**config.mk**
```make
export PLATFORM = sky130hd
export DESIGN_NAME = demux16_framer
export DESIGN_NICKNAME = d
export VERILOG_FILES = /design/src/rtl/demux16_framer_pkg.sv /design/src/rtl/demux16_framer_lane_counter.sv /design/src/rtl/demux16_framer.sv
export SDC_FILE = /design/constraint.sdc
export NUM_CORES = 1
export LEC_CHECK = 0
export ABC_AREA = 1
export BUFFER_PORTS_ARGS = -buffer_cell sky130_fd_sc_hd__buf_4
export CORE_ASPECT_RATIO = 1.5
export CORE_MARGIN = 2
export CORE_UTILIZATION = 50
export DETAILED_ROUTE_END_ITERATION = 8
export GPL_ROUTABILITY_DRIVEN = 0
export PLACE_DENSITY = 0.79
export SKIP_CTS_REPAIR_TIMING = 1
export SKIP_LAST_GASP = 1
export SYNTH_ARGS = -nofsm -noshare
export SYNTH_HDL_FRONTEND = slang
export SYNTH_SLANG_ARGS = --single-unit
```
**constraint.sdc**
```tcl
create_clock -name clk -period 3.3 [get_ports clk]
set_clock_uncertainty 0.05 [all_clocks]
set_input_delay 0.495 -clock clk [delete_from_list [all_inputs] [get_ports clk]]
set_output_delay 0.495 -clock clk [all_outputs]
set_load 0.03 [all_outputs]
```
**src/rtl/demux16_framer_pkg.sv**
```systemverilog
// Shared types and constants for the demux16_framer block.
package demux16_framer_pkg;

  localparam int unsigned LANES = 16;

  localparam logic MODE_ADDR = 1'b0;
  localparam logic MODE_SCAN = 1'b1;

  typedef enum logic {
    IDLE = 1'b0,
    FILL = 1'b1
  } state_t;

endpackage

```
**src/rtl/demux16_framer_lane_counter.sv**
```systemverilog
// Modulo-2**W lane counter with enable, synchronous clear and async reset.
module lane_counter #(
  parameter int unsigned W = 4
) (
  input  logic         clk,
  input  logic         rst,
  input  logic         en,
  input  logic         clr,
  output logic [W-1:0] count
);

  // Clear outranks enable so an abort always restarts the scan at lane 0.
  always_ff @(posedge clk or posedge rst) begin
    if (rst) begin
      count <= '0;
    end else if (clr) begin
      count <= '0;
    end else if (en) begin
      count <= count + W'(1);
    end
  end

endmodule

```
**src/rtl/demux16_framer.sv**
```systemverilog
// Serial-to-lane demultiplexer that assembles a word once every lane has been written.
module demux16_framer
  import demux16_framer_pkg::*;
#(
  parameter int unsigned SEL_W = 4
) (
  input  logic                  clk,
  input  logic                  rst,
  input  logic                  mode,
  input  logic                  in_valid,
  input  logic                  din,
  input  logic [SEL_W-1:0]      sel,
  input  logic                  clear,
  output logic [2**SEL_W-1:0]   out,
  output logic [2**SEL_W-1:0]   filled,
  output logic [2**SEL_W-1:0]   word,
  output logic                  word_valid,
  output logic                  dup_err,
  output logic [SEL_W-1:0]      scan_idx,
  output logic                  busy
);

  localparam int unsigned N = 2**SEL_W;

  state_t           state;
  logic             frame_mode;
  logic             eff_mode;
  logic             wr;
  logic             dup;
  logic             complete;
  logic             cnt_en;
  logic [SEL_W-1:0] lane;
  logic [N-1:0]     onehot;
  logic [N-1:0]     next_filled;
  logic [N-1:0]     next_out;

  // Mode is only sampled on the first write of a frame; afterwards the latched copy rules.
  always_comb begin
    eff_mode    = (state == IDLE) ? mode : frame_mode;
    lane        = (eff_mode == MODE_SCAN) ? scan_idx : sel;
    wr          = in_valid & ~clear;
    onehot      = '0;
    for (int i = 0; i < int'(N); i++) begin
      onehot[i] = wr & (lane == SEL_W'(i));
    end
    dup         = |(onehot & filled);
    next_filled = filled | onehot;
    next_out    = (out & ~onehot) | ({N{din}} & onehot);
    complete    = wr & (&next_filled);
    cnt_en      = wr & (eff_mode == MODE_SCAN);
  end

  lane_counter #(
    .W (SEL_W)
  ) u_lane_counter (
    .clk   (clk),
    .rst   (rst),
    .en    (cnt_en),
    .clr   (clear),
    .count (scan_idx)
  );

  // Frame state, lane registers and the completed-word capture.
  always_ff @(posedge clk or posedge rst) begin
    if (rst) begin
      state      <= IDLE;
      frame_mode <= MODE_ADDR;
      out        <= '0;
      filled     <= '0;
      word       <= '0;
      word_valid <= 1'b0;
      dup_err    <= 1'b0;
      busy       <= 1'b0;
    end else begin
      word_valid <= 1'b0;
      dup_err    <= 1'b0;
      if (clear) begin
        filled <= '0;
        state  <= IDLE;
        busy   <= 1'b0;
      end else if (wr) begin
        out     <= next_out;
        dup_err <= dup;
        if (state == IDLE) begin
          frame_mode <= mode;
        end
        // The completing write lands in word and immediately reopens the frame.
        if (complete) begin
          word       <= next_out;
          word_valid <= 1'b1;
          filled     <= '0;
          state      <= IDLE;
          busy       <= 1'b0;
        end else begin
          filled <= next_filled;
          state  <= FILL;
          busy   <= 1'b1;
        end
      end
    end
  end

endmodule

```
==> flow_summary.toml <==
[logic_synthesis]
yosysSeqAreaShare_pct = 48.95
netlist_area_mm2 = 0.002863
synth.area.top_cells = "dfrtp_1, nand2_1, inv_1"
synth_fa_ha_area_share_pct = 0.4371
netlist_instances = 377
synth_nets = 388
yosysTopAreaCellShare_pct = 48.95
synth_top_family_by_area = "simple AND/OR/NAND/NOR gates"
synthMuxAreaShare_pct = 0
synth_seq_cells = 56
synth-xor-area-share_pct = 0.6119
synth_compound_area_share_pct = 5.857
synth_top_area_cell = "dfrtp_1"
synth_cell_types = 24
yosys.area_share.simple_pct = 35.71
syn_avg_cell_area_um2 = 7.593
yosys_warnings = 0

[layout]
regArea_mm2 = 0.001401
layout.nets = 453
drive_gt1_share_pct = 26.02
num-fill-cells = 482
mostFrequentLayoutCells = "nand2_1, buf_4, dfrtp_1"
area_growth_pct = 21.85
multi_input_comb_area_mm2 = 0.001220
instances_no_fill = 512
final_common_cell = "nand2_1"
n_antenna_cell = 0

[status]
status = "finished clean"

[sta]
hold_viol = 0
worst_pin_slew_ns = 1.119
timing.hold.ws_ns = 0.4130
setup_slack_ns = 0.8710
setup_viol = 0
fmax_mhz = 411.7
rsz0062_at_grt = "no"
min_period_ns = 2.429
max_slew_margin_pct = 25.29
finalCritPeriodShare_pct = 73.60
setup_tns_ns = 0
slew_viol_final = 0

[global_route]
grt_pass1_wl_um = 11590
track_usage_pct = 23.58
grt_overflow_total = 0
grt_max_degree = 57
antenna_found_initial = 0
first_global_vias = 2491

[detailed_routing]
drt-pass1-iter-count = 5
route.vias.total = 2642
wl_per_cell_um = 13.70
drc = 0
highest_layer = "met4"
route.met2.wl_um = 3591
drt.antenna.violating_nets = 0
drt_iter0_drc = 167
routed_via_density = 5.160
drt_wl_total_um = 7013
met1_length_um = 2726
wl_met3_um = 405

[pwr]
vdd_drop_max_mv = 0.4568
p_switching_uw = 531.0
combPwrFrac_pct = 25.7
power.leakage_nw = 1.863
p_seq_share_pct = 50.7
p_int_mw = 1.017
swShare_pct = 34.31
p_per_area_mw_per_mm2 = 443.7
power_mw = 1.548
clkPwrFrac_pct = 23.5

[placement]
dpl_worst_slack_ns = 0.6670
dp.cells = 505
hpwlAfterDp_um = 5224
port_buffers = 64

[critical_path]
path_buf_inv = 2
cp_top_family = "simple AND/OR/NAND/NOR gates"
critPathCapture = "word[15]"
cp-start-kind = "flip-flop"
cp_slowest_cell = "dfrtp_1"
path_cells = "inv_2, nand2_4, nand2_8, nand2_1, nand2_2, nand3_2, nor2_1, inv_2, nand2_1, nand2_1, nor2_1, nand2_1, nor2_4, nand3_1, nand2_1"
cp_common_cell = "nand2_1"
reg2reg_from = "state"
cp_num_cells = 15
reg2reg_depth = 15
worstSetupPathType = "reg2reg"
crit_path_end_kind = "flip-flop"
reg2reg_setup_slack_ns = 0.87
slowest_delay_ns = 0.47
crit_start = "state"
worstPathRequired_ns = 3.51
rr_endpoint = "word[15]"
path_max_fanout = 17
cp.arrival_ns = 2.64

[floorplan]
die_width_um = 65.78
dieArea_mm2 = 0.006359
core-area_mm2 = 0.005492
floorplan.initialDensity_pct = 52.13
io_pins = 65
rows = 33
die_y_um = 96.67

[clock_tree]
root_buffer = "clkbuf_8"
cts_max_path_buffers = 2
cts_inserted_buffers = 5
worstSkewPairLatency_ns = 0.31
clkTransAtPathRegs_ns = 0.10
cts_tree = "yes"
cts_sinks = 56
htreeDepth = 2

[flow_run]
maxCapViolCount = 0

[min_path]
min_path_type = "in2async"
## final cells by class
| type | count | area share, % |
|---|---|---|
| clock inverter | 2 | 0.3587 |
| tap | 70 | 2.511 |
| clock buffer | 5 | 1.973 |
| sequential | 56 | 40.17 |
| inverter | 52 | 5.595 |
| multi-input combinational | 260 | 34.97 |
| timing repair buffer | 67 | 14.42 |
## how the worst min path moves through the flow
stage                     from          to  slack [ns]
finish                     rst    word[14]        0.41
global route             clear   filled[6]        0.45
CTS                   word[11]    word[11]        0.45
detailed placement    word[11]    word[11]        0.42
global placement      word[14]    word[14]        0.42
floorplan           frame_mode  frame_mode        0.53
## synth_stat cells
cell type,number
nor2_2,8
a21oi_1,3
clkbuf_1,4
nand4_1,2
o22ai_1,7
nand2_4,2
nand3_2,6
nand2_1,126
nand2_8,1
ha_1,1
nand3_1,24
o21ai_2,1
xor2_1,1
nor2_1,42
nor2_4,3
nand2_2,10
buf_6,1
inv_1,43
inv_2,9
buf_2,4
dfrtp_1,56
nor3_1,2
xnor2_1,1
o21ai_0,20
## power by group through the flow
| stage | clock network, mW | logic (mW) | registers [mW] |
|---|---|---|---|
| 2_1_floorplan | 0 | 0.146 | 0.906 |
| 3_3_place_gp | 0 | 0.395 | 0.796 |
| 3_5_place_dp | 0 | 0.399 | 0.798 |
| 4_1_cts | 0.369 | 0.402 | 0.785 |
| 5_1_grt | 0.391 | 0.431 | 0.791 |
| 6_report | 0.364 | 0.398 | 0.785 |
## stage by stage
stage,utilization (%),instance area [µm²]
6_report,63.52,3488
5_1_grt,63.52,3488
4_1_cts,63.52,3488
3_5_place_dp,62.04,3407
3_3_place_gp,62.04,3407
2_1_floorplan,-,2863
## cell families after synthesis
kind of cell | Yosys count
AO/OA/AOI/OAI | 31
AND/OR/NAND/NOR | 226
buffers and inverters | 61
XOR/XNOR | 2
flip-flops | 56
adder cells (fa/ha/maj) | 1
## registers in the layout, indices dropped and copies added, names as in the netlist
name / count
dup_err: 1
word_valid: 1
u_lane_counter.count: 4
word: 16
state: 1
out: 16
frame_mode: 1
filled: 16
## routing by layer
layer | vias to the layer above | track usage (%)
met5 | - | 0
met4 | 0 | 12.02
met3 | 22 | 3.605
met2 | 104 | 37.92
met1 | 1225 | 30.31
li1 | 1291 | -
Note: power is estimated with default switching activity, not from simulation.
